**src/rtl/l2_arb_pkg.sv**
```systemverilog
// Shared definitions for the L2 arbiter: FSM encoding, port ids and the
// default widths that the arbiter shares with the unified L2.
package l2_arb_pkg;

  localparam int L2_ADDR_W = 28;   // block address width seen by the L2
  localparam int L2_DATA_W = 128;  // one block = four 32-bit words
  localparam int L2_CNT_W  = 32;   // served-transaction counter width

  typedef enum logic [1:0] {
    ST_IDLE  = 2'd0,
    ST_GNT_I = 2'd1,
    ST_GNT_D = 2'd2
  } state_e;

  typedef enum logic {
    PORT_I = 1'b0,
    PORT_D = 1'b1
  } port_e;

endpackage

```
**src/rtl/l2_arb_rr.sv**
```systemverilog
// Two-way round-robin pick: a lone requester wins outright, and on a tie the
// port that was not granted last time wins.
module l2_arb_rr
  import l2_arb_pkg::*;
(
  input  logic  req_i_i,
  input  logic  req_d_i,
  input  port_e last_grant_i,
  output port_e winner_o
);

  // Winner selection; meaningless (PORT_I) when nobody requests.
  always_comb begin
    winner_o = PORT_I;
    if (req_i_i && req_d_i) begin
      winner_o = (last_grant_i == PORT_I) ? PORT_D : PORT_I;
    end else if (req_d_i) begin
      winner_o = PORT_D;
    end
  end

endmodule

```
**src/rtl/l2_arbiter.sv**
```systemverilog
// Shares the unified L2 between the I-L1 and D-L1 miss interfaces.
// Handshake: a requester raises read or write (write wins if both) and holds
// it until its ready; the arbiter latches addr/wdata/op on the grant edge and
// drives the L2 only from those registers, so later requester changes are
// ignored. The L2 completes a transaction in any cycle where L2_ready=1 while
// a request is presented; that cycle is the one and only ready to the owner.
module l2_arbiter
  import l2_arb_pkg::*;
#(
  parameter int ADDR_W = L2_ADDR_W,
  parameter int DATA_W = L2_DATA_W,
  parameter int CNT_W  = L2_CNT_W
) (
  input  logic              clk,
  input  logic              reset,
  input  logic              i_read,
  input  logic              i_write,
  input  logic [ADDR_W-1:0] i_addr,
  input  logic [DATA_W-1:0] i_wdata,
  output logic [DATA_W-1:0] i_rdata,
  output logic              i_ready,
  input  logic              d_read,
  input  logic              d_write,
  input  logic [ADDR_W-1:0] d_addr,
  input  logic [DATA_W-1:0] d_wdata,
  output logic [DATA_W-1:0] d_rdata,
  output logic              d_ready,
  output logic              L2_read,
  output logic              L2_write,
  output logic [ADDR_W-1:0] L2_addr,
  output logic [DATA_W-1:0] L2_wdata,
  input  logic [DATA_W-1:0] L2_rdata,
  input  logic              L2_ready,
  output logic [CNT_W-1:0]  i_served,
  output logic [CNT_W-1:0]  d_served,
  output state_e            state_o
);

  localparam logic [CNT_W-1:0] CNT_ONE = {{(CNT_W-1){1'b0}}, 1'b1};

  state_e             state_q, state_d;
  port_e              last_q, last_d;
  logic               op_wr_q, op_wr_d;
  logic [ADDR_W-1:0]  addr_q, addr_d;
  logic [DATA_W-1:0]  wdata_q, wdata_d;
  logic [CNT_W-1:0]   i_served_q, i_served_d;
  logic [CNT_W-1:0]   d_served_q, d_served_d;

  logic  req_i, req_d;
  port_e winner;

  assign req_i = i_read | i_write;
  assign req_d = d_read | d_write;

  l2_arb_rr u_rr (
    .req_i_i      (req_i),
    .req_d_i      (req_d),
    .last_grant_i (last_q),
    .winner_o     (winner)
  );

  // The L2 only ever sees the latched address/data, so its hit logic never
  // sees an address change that is not backed by a request.
  assign L2_addr  = addr_q;
  assign L2_wdata = wdata_q;
  assign i_served = i_served_q;
  assign d_served = d_served_q;
  assign state_o  = state_q;

  // Next-state, request latching and per-port return path.
  always_comb begin
    state_d    = state_q;
    last_d     = last_q;
    op_wr_d    = op_wr_q;
    addr_d     = addr_q;
    wdata_d    = wdata_q;
    i_served_d = i_served_q;
    d_served_d = d_served_q;
    L2_read    = 1'b0;
    L2_write   = 1'b0;
    i_ready    = 1'b0;
    d_ready    = 1'b0;
    i_rdata    = '0;
    d_rdata    = '0;
    case (state_q)
      ST_IDLE: begin
        if (req_i || req_d) begin
          if (winner == PORT_I) begin
            state_d = ST_GNT_I;
            op_wr_d = i_write;
            addr_d  = i_addr;
            wdata_d = i_wdata;
          end else begin
            state_d = ST_GNT_D;
            op_wr_d = d_write;
            addr_d  = d_addr;
            wdata_d = d_wdata;
          end
        end
      end
      ST_GNT_I: begin
        L2_read  = ~op_wr_q;
        L2_write = op_wr_q;
        i_ready  = L2_ready;
        if (!op_wr_q) i_rdata = L2_rdata;
        if (L2_ready) begin
          state_d = ST_IDLE;
          last_d  = PORT_I;
          if (i_served_q != '1) i_served_d = i_served_q + CNT_ONE;
        end
      end
      ST_GNT_D: begin
        L2_read  = ~op_wr_q;
        L2_write = op_wr_q;
        d_ready  = L2_ready;
        if (!op_wr_q) d_rdata = L2_rdata;
        if (L2_ready) begin
          state_d = ST_IDLE;
          last_d  = PORT_D;
          if (d_served_q != '1) d_served_d = d_served_q + CNT_ONE;
        end
      end
      default: state_d = ST_IDLE;
    endcase
  end

  // State and request registers; reset aborts any transaction in flight and
  // leaves last grant at D so I wins the first tie.
  always_ff @(posedge clk or posedge reset) begin
    if (reset) begin
      state_q    <= ST_IDLE;
      last_q     <= PORT_D;
      op_wr_q    <= 1'b0;
      addr_q     <= '0;
      wdata_q    <= '0;
      i_served_q <= '0;
      d_served_q <= '0;
    end else begin
      state_q    <= state_d;
      last_q     <= last_d;
      op_wr_q    <= op_wr_d;
      addr_q     <= addr_d;
      wdata_q    <= wdata_d;
      i_served_q <= i_served_d;
      d_served_q <= d_served_d;
    end
  end

endmodule

```
**config.mk**
```make
export PLATFORM = sky130hd
export DESIGN_NAME = l2_arbiter
export DESIGN_NICKNAME = d
export VERILOG_FILES = /design/src/rtl/l2_arb_pkg.sv /design/src/rtl/l2_arb_rr.sv /design/src/rtl/l2_arbiter.sv
export SDC_FILE = /design/constraint.sdc
export NUM_CORES = 1
export LEC_CHECK = 0
export CAP_MARGIN = 20
export CORE_AREA = 2 2 362 364
export CTS_CLUSTER_SIZE = 14
export DETAILED_ROUTE_END_ITERATION = 8
export DIE_AREA = 0 0 364 366
export GPL_TIMING_DRIVEN = 1
export SLEW_MARGIN = 20
export SYNTH_ARGS = -nofsm -noshare
export SYNTH_HDL_FRONTEND = slang
export SYNTH_SLANG_ARGS = --single-unit
```
**constraint.sdc**
```tcl
create_clock -name clk -period 23.9 [get_ports clk]
set_input_delay 7.17 -clock clk [delete_from_list [all_inputs] [get_ports clk]]
set_output_delay 7.17 -clock clk [all_outputs]
set_load 0.01 [all_outputs]
```
# Word level (Yosys, flattened, before mapping)
# Cells that the tools add are included.
[word_totals] output_inout_bits=482 wordCells=50 in_bits=447 register_bits=224
[classes] n_mux=20 n_reduce_logical=10 eq_ne=8 n_addsub=2 n_bitwise=3
[op_table] operator="$mux W128" count=4
[op_table] operator="$add A32 B1 Y32 const B" count=2
[op_table] operator="$ne A32 B32 Y1 const B" count=2
[op_table] operator="$mux W28" count=1
[op_table] operator="$mux W1" count=10
[op_table] operator="$reduce_and A3 Y1" count=3
[op_table] operator="$mux W2" count=3
[op_table] operator="$ne A2 B2 Y1 const B" count=3
[op_table] operator="$pmux W2 S2" count=1
[op_table] operator="$reduce_and A2 Y1" count=2
[op_table] operator="$eq A2 B1 Y1 const B" count=1
[op_table] operator="$eq A2 B2 Y1 const B" count=1
[op_table] operator="$logic_not A2 Y1" count=1
[op_table] operator="$ne A2 B1 Y1 const B" count=1
[op_table] operator="$or A1 B1 Y1" count=2
[op_table] operator="$pmux W1 S2" count=1
[op_table] operator="$reduce_bool A2 Y1" count=1
[op_table] operator="$reduce_or A2 Y1" count=1
[op_table] operator="$logic_and A1 B1 Y1" count=1
[op_table] operator="$logic_or A1 B1 Y1" count=1
[op_table] operator="$not A1 Y1" count=1

# Logic depth before layout (Yosys ltp)
# Gate-level depths: netlist (run 1).
[depth] ltp_word=6 depth_mapped=9 ltp_nobuf=7

# Modules after synthesis
# A second synthesis (run 1) with hierarchy kept.
[unflattened] cells_unflattened=1271 hier_area_um2=12166.7
[modules_own_cells] module="l2_arbiter" seq_area_each_um2=5606.6 area_per_inst_um2=12155.4 cells_per_inst=1270 instances=1
[modules_own_cells] module="l2_arb_rr" seq_area_each_um2=0.0 area_per_inst_um2=11.3 cells_per_inst=1 instances=1

# Least setup slack after synthesis (run 1)
# OpenSTA, ideal clock, no wires.
[synth_timing] kind="input-to-output" startpoint="input port L2_ready" endpoint="output port i_ready" path_buffers=0 slack_ns=9.264 required_time_ns=16.730 path_stages=2 arrival_time_ns=7.466 path_cell_list="nand2_1 > clkinv_1"
[synth_via] elab_chain_len=1
[synth_rtl] item="from (decl)" line_no="l2_arbiter.sv:33" text="input logic L2_ready,"
[synth_rtl] item="$mux W1" line_no="l2_arbiter.sv:85" text="case (state_q)"
[synth_rtl] item="to (decl)" line_no="l2_arbiter.sv:21" text="output logic i_ready,"
# No other way between the ends.

# Worst setup path after layout (run 1)
# Ends and elaborated chain as after synthesis.

==> results_dict.tcl, run 1 <==
set metrics [dict create \
    outcome "finished, final reports clean" \
    initial_core_util 0.0951 \
    path_buf_inv 4 \
    postRouteAntennaNets 0 \
    fin_hold_ws_ns 0.476 \
    hold_path_class "flop to flop" \
    yosys.area_share.simple 0.256 \
    cts_setup_buffers 0 \
    ys_seq_area_frac 0.457 \
    final_cell_mix "928 x clkdlybuf4s50_1, 258 x and2_1, 223 x dfrtp_1" \
    arrival_ns 9.00 \
    worstSetupStartpointType "input pin" \
    cp_common_cell "clkdlybuf4s50_1" \
    fin_ws_ns 7.73 \
    fin_area_um2 24400 \
    overflow 0 \
    hold_viol 0 \
    clock_sinks 224 \
    numCtsBuffers 28 \
    ys_top_cells_by_area "dfrtp_1 45%, and2_1 13%, mux2i_1 13%" \
    holdCritStartpoint "L2_wdata[90]" \
    dp_hpwl_um 63900 \
    slew_headroom 0.298 \
    worst_ep_required_time_ns 16.73 \
    crit_slowest_cell "clkdlybuf4s50_1" \
    areaGrowthSynthToFinish_pct 98.9 \
    vdd_drop_max_uv 55.9 \
    antenna_found_initial 14 \
    tightest_slew_ns 1.05 \
    min_period_over_period 0.677 \
    leakage_uw 0.00975 \
    yosys.area.top_type "dfrtp_1" \
    ys_types 49 \
    finalSetupViolCount 0 \
    hold_buffers 0 \
    holdPathEnd "L2_wdata[90]" \
    wl_per_cell_um 19.1 \
    drive_gt1_frac 0.0317 \
    synth.area.mux_share 0.129 \
    viasPerCell 3.26 \
    synth_ff_type "dfrtp_1" \
    grt_pass1_vias 13100 \
    place_ws_ns 7.69 \
    syn_area_um2 12300 \
    wirelength_um 75700 \
    cp_top_family "buffers and inverters" \
    grt_usage 0.107 \
    clock.fmax_ghz 0.0618 \
    fin_setup_tns_ns 0 \
    tritoncts "done" \
    powerDensity_nw_per_um2 86.0 \
    syn_nets 1754 \
    io_pins 929 \
    critical_path_class "input pin to output port" \
    clock_path_buffers 3 \
    clock_latency_ns 0.59 \
    num_vias 12900 \
    r2r_cells 7 \
    rows 132 \
    nFillCells 14400 \
    firstDrtPassIters 5 \
    syn_avg_cell_area_um2 9.42 \
    synthCells 1302 \
    whs_path_depth 2 \
    synth_edf_count 0 \
    fin_nets 2638 \
    r2r-end "L2_wdata[26]" \
    drtIter0Drc 685 \
    grt_start_max_net_pins 171 \
    total_power_uw 2100 \
    crit_chain "clkdlybuf4s50_1 > nand2_1 > buf_4 > clkinv_1 > clkdlybuf4s50_1" \
    r2r_start "last_q" \
    path_clk_slew_ns 0.05 \
    skew_ns 0.0168 \
    max_stage_delay_ns 0.57 \
    port_buffers 928 \
    synth_top_family_by_area "simple AND/OR/NAND/NOR gates" \
    root_buffer "clkbuf_16" \
    route.detailed.drc 0 \
    yosysTopAreaCellShare 0.455 \
    synth_xor_area_frac 0.0400 \
    r2r_slack_ns 19.57 \
    htreeDepth 1 \
    ys_seq_elements 224 \
    die_area_um2 133000 \
    yosysWarnings 0 \
    gp_congestion 0.948 \
    synthArstFlopShare 1.00 \
    grt_pass1_wl_um 101000 \
    cap_violations 0 \
    period_needed_ns 16.17 \
    synth_compound_gate_area_share 0.0784 \
    cts_resized 0 \
    drv_slew 0 \
    die_h_um 366 \
    core_um2 129000 \
    dpl_cell_area_um2 23500 \
    worst-path-max-fanout 22 \
    layout.cells.most_common "clkdlybuf4s50_1" \
    yosys.area_share.adder 0.00510 \
    crit_path_start "L2_ready" \
    die_x_um 364 \
    end_kind "output port" \
    rsz0062_at_grt "no" \
]
[area by class of cell]
class	count	area, µm²	area share
sequential	224	5610	0.230
tap	1742	2180	0.0893
antenna	6	15.0	0.000615
clock buffer	42	793	0.0325
multi-input combinational	983	6280	0.257
clock inverter	8	88.8	0.00364
timing repair buffer	940	9390	0.385
inverter	9	41.3	0.00169
[per-layer routing]
metal	share of wire	wire, µm	vias up	global-route usage
li1	-	-	6184	-
met5	0.0011	85	-	0
met4	0.019	1400	12	0.0213
met3	0.17	12800	66	0.0763
met2	0.39	29800	612	0.150
met1	0.42	31500	6020	0.132
[cell families (layout without fill, tap and decap cells)]
family,count (synthesis),in the layout
multiplexers,158,158
other,0,6
flip-flops,224,224
AO/OA/AOI/OAI,184,184
buffers and inverters,95,999
AND/OR/NAND/NOR,580,580
adder cells (fa/ha/maj),5,5
XOR/XNOR,56,56
[worst min-delay path: cells and delay by family (launching register included)]
family	cells	cell delay, ns
simple gates	1	0.04
compound gates	1	0.06
flops	1	0.34
[where the power goes]
| group | total [µW] | switching (µW) | internal (µW) |
|---|---|---|---|
| registers | 616 | 91.0 | 525 |
| clock network | 421 | 181 | 240 |
| logic | 1060 | 527 | 534 |
[flip-flops by register name (all words and copies together) (netlist names)]
register	flops
state_o	2
d_served	32
i_served	32
L2_addr	28
L2_wdata	128
last_q	1
op_wr_q	1
[synth_stat cells, types with 2 or more instances]
master,n
buf_4,4
and3b_1,3
and2_1,258
nor2b_1,4
nand3_1,22
dfrtp_1,223
nor4_1,14
and4_1,5
a41oi_1,3
and3_1,12
nor3_1,19
clkbuf_1,47
o22ai_1,2
inv_1,8
nor3b_1,2
nor2_1,21
a211oi_1,3
xnor2_1,17
buf_2,33
nand4_1,21
o21ai_0,160
xor2_1,39
mux2i_1,156
nand2_1,186
a21oi_1,10
nand4_2,2
ha_1,5
buf_1,2
[worst max-delay path by stage]
stage / to / slack (ns) / cells after the start
2_1_floorplan: i_ready / 9.26 / 2
3_3_place_gp: i_ready / 7.70 / 5
3_5_place_dp: i_ready / 7.69 / 5
4_1_cts: i_ready / 7.70 / 5
5_1_grt: i_ready / 7.58 / 5
6_report: i_ready / 7.73 / 5
[through the flow]
step           std cells  utilization
4_1_cts             3948        0.189
5_1_grt             3950        0.189
6_report            3954        0.189
3_5_place_dp        3898        0.182
3_3_place_gp        3898        0.182
2_1_floorplan       1302            -
(Power assumes the default switching activity.)
==> run 2, diff against run 1 <==
--- a/config.mk
+++ b/config.mk
@@ -6,10 +6,10 @@
 export NUM_CORES = 1
 export LEC_CHECK = 0
 export CAP_MARGIN = 20
-export CORE_AREA = 2 2 362 364
+export CORE_AREA = 2 2 363 365
 export CTS_CLUSTER_SIZE = 14
 export DETAILED_ROUTE_END_ITERATION = 8
-export DIE_AREA = 0 0 364 366
+export DIE_AREA = 0 0 365 367
 export GPL_TIMING_DRIVEN = 1
 export SLEW_MARGIN = 20
 export SYNTH_ARGS = -nofsm -noshare
==> constraint.sdc (replaced) <==
create_clock -name clk -period 14.4 [get_ports clk]
set_input_delay 4.32 -clock clk [delete_from_list [all_inputs] [get_ports clk]]
set_output_delay 4.32 -clock clk [all_outputs]
set_load 0.01 [all_outputs]
==> results_dict.tcl, run 2 (same netlist as run 1, synthesis figures left out) <==
set metrics [dict create \
    dp_hpwl_um 58500 \
    powerDensity_nw_per_um2 142 \
    place_ws_ns 3.91 \
    arrival_ns 6.17 \
    vdd_drop_max_uv 136 \
    rsz0062_at_grt "no" \
    hold_path_class "flop to flop" \
    tritoncts "done" \
    tightest_slew_ns 1.04 \
    cts_setup_buffers 0 \
    worst-path-max-fanout 22 \
    core_um2 130000 \
    cap_violations 0 \
    gp_congestion 0.905 \
    rows 133 \
    hold_viol 0 \
    io_pins 929 \
    seq_area_um2 5610 \
    utilization 0.187 \
    drtIter0Drc 810 \
    initial_core_util 0.0940 \
    hold_buffers 0 \
    period_needed_ns 10.49 \
    drive_gt1_frac 0.0353 \
    port_buffers 928 \
    die_x_um 365 \
    numCtsBuffers 28 \
    route.detailed.drc 0 \
    clock_latency_ns 0.59 \
    path_clk_slew_ns 0.06 \
    overflow 0 \
    slew_headroom 0.304 \
    areaGrowthSynthToFinish_pct 99.3 \
    htreeDepth 1 \
    worstSetupStartpointType "input pin" \
    finalSetupViolCount 0 \
    wl_per_cell_um 17.6 \
    wirelength_um 69800 \
    clock_path_buffers 3 \
    layout.cells.most_common "clkdlybuf4s50_1" \
    num_vias 12800 \
    end_kind "output port" \
    clock_sinks 224 \
    grt_pass1_vias 12900 \
    fin_ws_ns 3.91 \
    grt_start_max_net_pins 195 \
    antenna_found_initial 18 \
    firstDrtPassIters 5 \
    cts_resized 0 \
    grt_usage 0.0978 \
    viasPerCell 3.22 \
    multi_input_area_um2 6280 \
    die_h_um 367 \
    outcome "finished, final reports clean" \
    nFillCells 14600 \
    die_area_um2 134000 \
    final_cell_mix "928 x clkdlybuf4s50_1, 258 x and2_1, 223 x dfrtp_1" \
    largest_reg_flops 128 \
    worst_ep_required_time_ns 10.08 \
    fin_setup_tns_ns 0 \
    root_buffer "clkbuf_16" \
    min_period_over_period 0.728 \
    clock.fmax_ghz 0.0953 \
    fin_nets 2637 \
    postRouteAntennaNets 0 \
    drv_slew 0 \
    grt_pass1_wl_um 94800 \
    leakage_uw 0.00978 \
    critical_path_class "input pin to output port" \
    skew_ns 0.0283 \
]
[run 2: cell count changes in the layout (fill, tap and decap cells not counted), sizes merged]
cell	previous run	this run
buf	12	11
clkbuf	42	37
clkinv	6	12
diode	6	2
inv	9	10
[run 2: worst paths after layout]
path                       cells after the start  slack (ns)          from             to
max                                            5        3.91      L2_ready        i_ready
min                                            2        0.47  L2_wdata[60]   L2_wdata[60]
max reg2reg                                    7       10.91        last_q  L2_wdata[105]
min reg2reg                                    2        0.47  L2_wdata[60]   L2_wdata[60]
max in group asynchronous                      3        8.69         reset   i_served[14]
min in group asynchronous                      2        4.26         reset   L2_wdata[95]
[run 2: where the power goes]
part	switching [µW]	internal [µW]	total, µW
combinational	857	890	1750
clock	301	408	709
sequential	154	872	1030
total	1310	2170	3480
[run 2: area by class of cell]
class,count,area share
diodes,2,0.000205
clock buffers,37,0.0325
clock inverters,15,0.00537
inverters,9,0.00169
multi-input cells,983,0.257
flip-flops and latches,224,0.229
well taps,1755,0.0898
repair buffers,939,0.384
[run 2: layer usage]
| metal | GRT usage | wire (µm) | vias up |
|---|---|---|---|
| met3 | 0.0607 | 11100 | 67 |
| met4 | 0.0200 | 1360 | 8 |
| met5 | 0 | 38 | - |
| li1 | - | - | 6176 |
| met1 | 0.125 | 29600 | 5911 |
| met2 | 0.137 | 27700 | 617 |
[run 2: through the flow]
step                      hold WS, ns  instance area (µm²)  cells  power, µW
final                           0.473                24500   3964       3480
after detailed placement        0.469                23500   3910       2810
after global placement          0.460                23500   3910       2790
after global routing            0.495                24400   3963       3730
after CTS                       0.482                24400   3962       3550
after floorplan                 0.452                12300   1302       1760
[run 2: worst max-delay path: stages]
cell and delay, ns:
clkdlybuf4s50_1 0.51, nand2_1 0.11, buf_4 0.31, clkinv_1 0.31, clkdlybuf4s50_1 0.56
==> run 3, diff against run 2 <==
==> constraint.sdc (replaced) <==
create_clock -name clk -period 9.1 [get_ports clk]
set_input_delay 2.73 -clock clk [delete_from_list [all_inputs] [get_ports clk]]
set_output_delay 2.73 -clock clk [all_outputs]
set_load 0.01 [all_outputs]
==> results_dict.tcl, run 3 (same netlist as run 1, synthesis figures left out) <==
set metrics [dict create \
    crit_chain "clkdlybuf4s50_1 > nand2_1 > clkinv_1 > clkdlybuf4s50_1" \
    die_area_um2 134000 \
    dp_cells 3913 \
    antenna_found_initial 11 \
    htreeDepth 1 \
    total_power_uw 5510 \
    tightest_slew_ns 0.919 \
    areaGrowthSynthToFinish_pct 99.5 \
    dp_hpwl_um 59300 \
    wl_per_cell_um 18.0 \
    wirelength_um 71400 \
    stdcell_count 3966 \
    r2r-end "L2_wdata[21]" \
    clock_sinks 224 \
    die_x_um 365 \
    postRouteAntennaNets 0 \
    core_um2 130000 \
    io_pins 929 \
    min_period_over_period 0.789 \
    drive_gt1_frac 0.0335 \
    gp_congestion 0.925 \
    arrival_ns 4.45 \
    overflow 0 \
    firstDrtPassIters 4 \
    r2r_slack_ns 6.53 \
    rsz0062_at_grt "no" \
    clock.fmax_ghz 0.139 \
    route.detailed.drc 0 \
    worstSetupStartpointType "input pin" \
    r2r_cells 5 \
    nFillCells 14500 \
    fin_nets 2641 \
    drtIter0Drc 743 \
    cts_setup_buffers 0 \
    initial_core_util 0.0940 \
    cts_resized 0 \
    grt_pass1_wl_um 96600 \
    end_kind "output port" \
    cp_top_family "buffers and inverters" \
    clock_path_buffers 3 \
    crit_path_end "i_ready" \
    clock_latency_ns 0.58 \
    path_buf_inv 3 \
    layout.cells.most_common "clkdlybuf4s50_1" \
    crit_path_start "L2_ready" \
    numCtsBuffers 28 \
    vdd_drop_max_uv 179 \
    path_clk_slew_ns 0.06 \
    viasPerCell 3.26 \
    root_buffer "clkbuf_16" \
    rows 133 \
    largest_reg_flops 128 \
    skew_ns 0.0170 \
    fin_setup_tns_ns 0 \
    critical_path_class "input pin to output port" \
    powerDensity_nw_per_um2 225 \
    crit_slowest_cell "clkdlybuf4s50_1" \
    hold_buffers 0 \
    finalSetupViolCount 0 \
    die_h_um 367 \
    slew_headroom 0.387 \
    drv_slew 0 \
    worst_ep_required_time_ns 6.37 \
    tritoncts "done" \
    worst-path-max-fanout 8 \
    cp_common_cell "clkdlybuf4s50_1" \
    outcome "finished, final reports clean" \
    grt_usage 0.100 \
    period_needed_ns 7.18 \
    cp.depth 4 \
    hold_path_class "flop to flop" \
    r2r_start "state_o[0]" \
    final_cell_mix "928 x clkdlybuf4s50_1, 258 x and2_1, 223 x dfrtp_1" \
    grt_pass1_vias 13100 \
    cap_violations 0 \
    leakage_uw 0.00977 \
    num_vias 12900 \
    hold_viol 0 \
    max_stage_delay_ns 0.59 \
    port_buffers 928 \
    grt_start_max_net_pins 189 \
]
-- run 3: cell count changes in the layout (fill, tap and decap cells not counted), sizes merged --
cell      change
diode         +2
clkinvlp      +2
inv           -1
clkinv        -7
buf           +4
clkbuf        +3
bufinv        -1
-- run 3: tightest hold or removal path: cells and delay by family, from the launching register on --
family | cells | cell delay (ns)
AND/OR/NAND/NOR | 1 | 0.04
AO/OA/AOI/OAI | 1 | 0.06
flip-flops | 1 | 0.34
-- run 3: layer usage --
metal,vias to the layer above,global-route usage,share of wire
li1,6183,-,-
met1,6100,0.128,0.43
met2,601,0.144,0.40
met3,52,0.0586,0.15
met4,2,0.0193,0.018
met5,-,0,0.00011
-- run 3: cell type report --
cell class / count / area (µm²) / share of cell area
clock inverter: 8 / 53.8 / 0.00220
tap: 1755 / 2200 / 0.0897
timing repair buffer: 943 / 9480 / 0.387
antenna: 4 / 10.0 / 0.000409
inverter: 9 / 41.3 / 0.00169
multi-input combinational: 983 / 6280 / 0.257
clock buffer: 40 / 807 / 0.0330
sequential: 224 / 5610 / 0.229
-- run 3: how the worst min path moves through the flow --
stage	end	slack (ns)	cells past startpoint	from
final	L2_wdata[1]	0.48	2	L2_wdata[1]
after global placement	L2_wdata[65]	0.46	2	L2_wdata[65]
after CTS	L2_wdata[65]	0.48	2	L2_wdata[65]
after floorplan	last_q	0.45	2	last_q
after detailed placement	L2_wdata[0]	0.47	2	L2_wdata[0]
after global routing	L2_addr[17]	0.50	2	L2_addr[17]
-- run 3: report_power, final --
part / switching, µW / internal (µW)
sequential: 249 / 1380
combinational: 1380 / 1420
clock: 463 / 611
-- run 3: metrics by stage --
stage / cell area (µm²) / hold slack (ns) / setup slack [ns] / utilization
final: 24500 / 0.476 / 1.92 / 0.188
after global routing: 24500 / 0.497 / 1.70 / 0.188
after CTS: 24400 / 0.483 / 1.78 / 0.187
after detailed placement: 23600 / 0.469 / 1.77 / 0.181
after global placement: 23600 / 0.460 / 1.77 / 0.181
after floorplan: 12300 / 0.452 / 0.237 / -
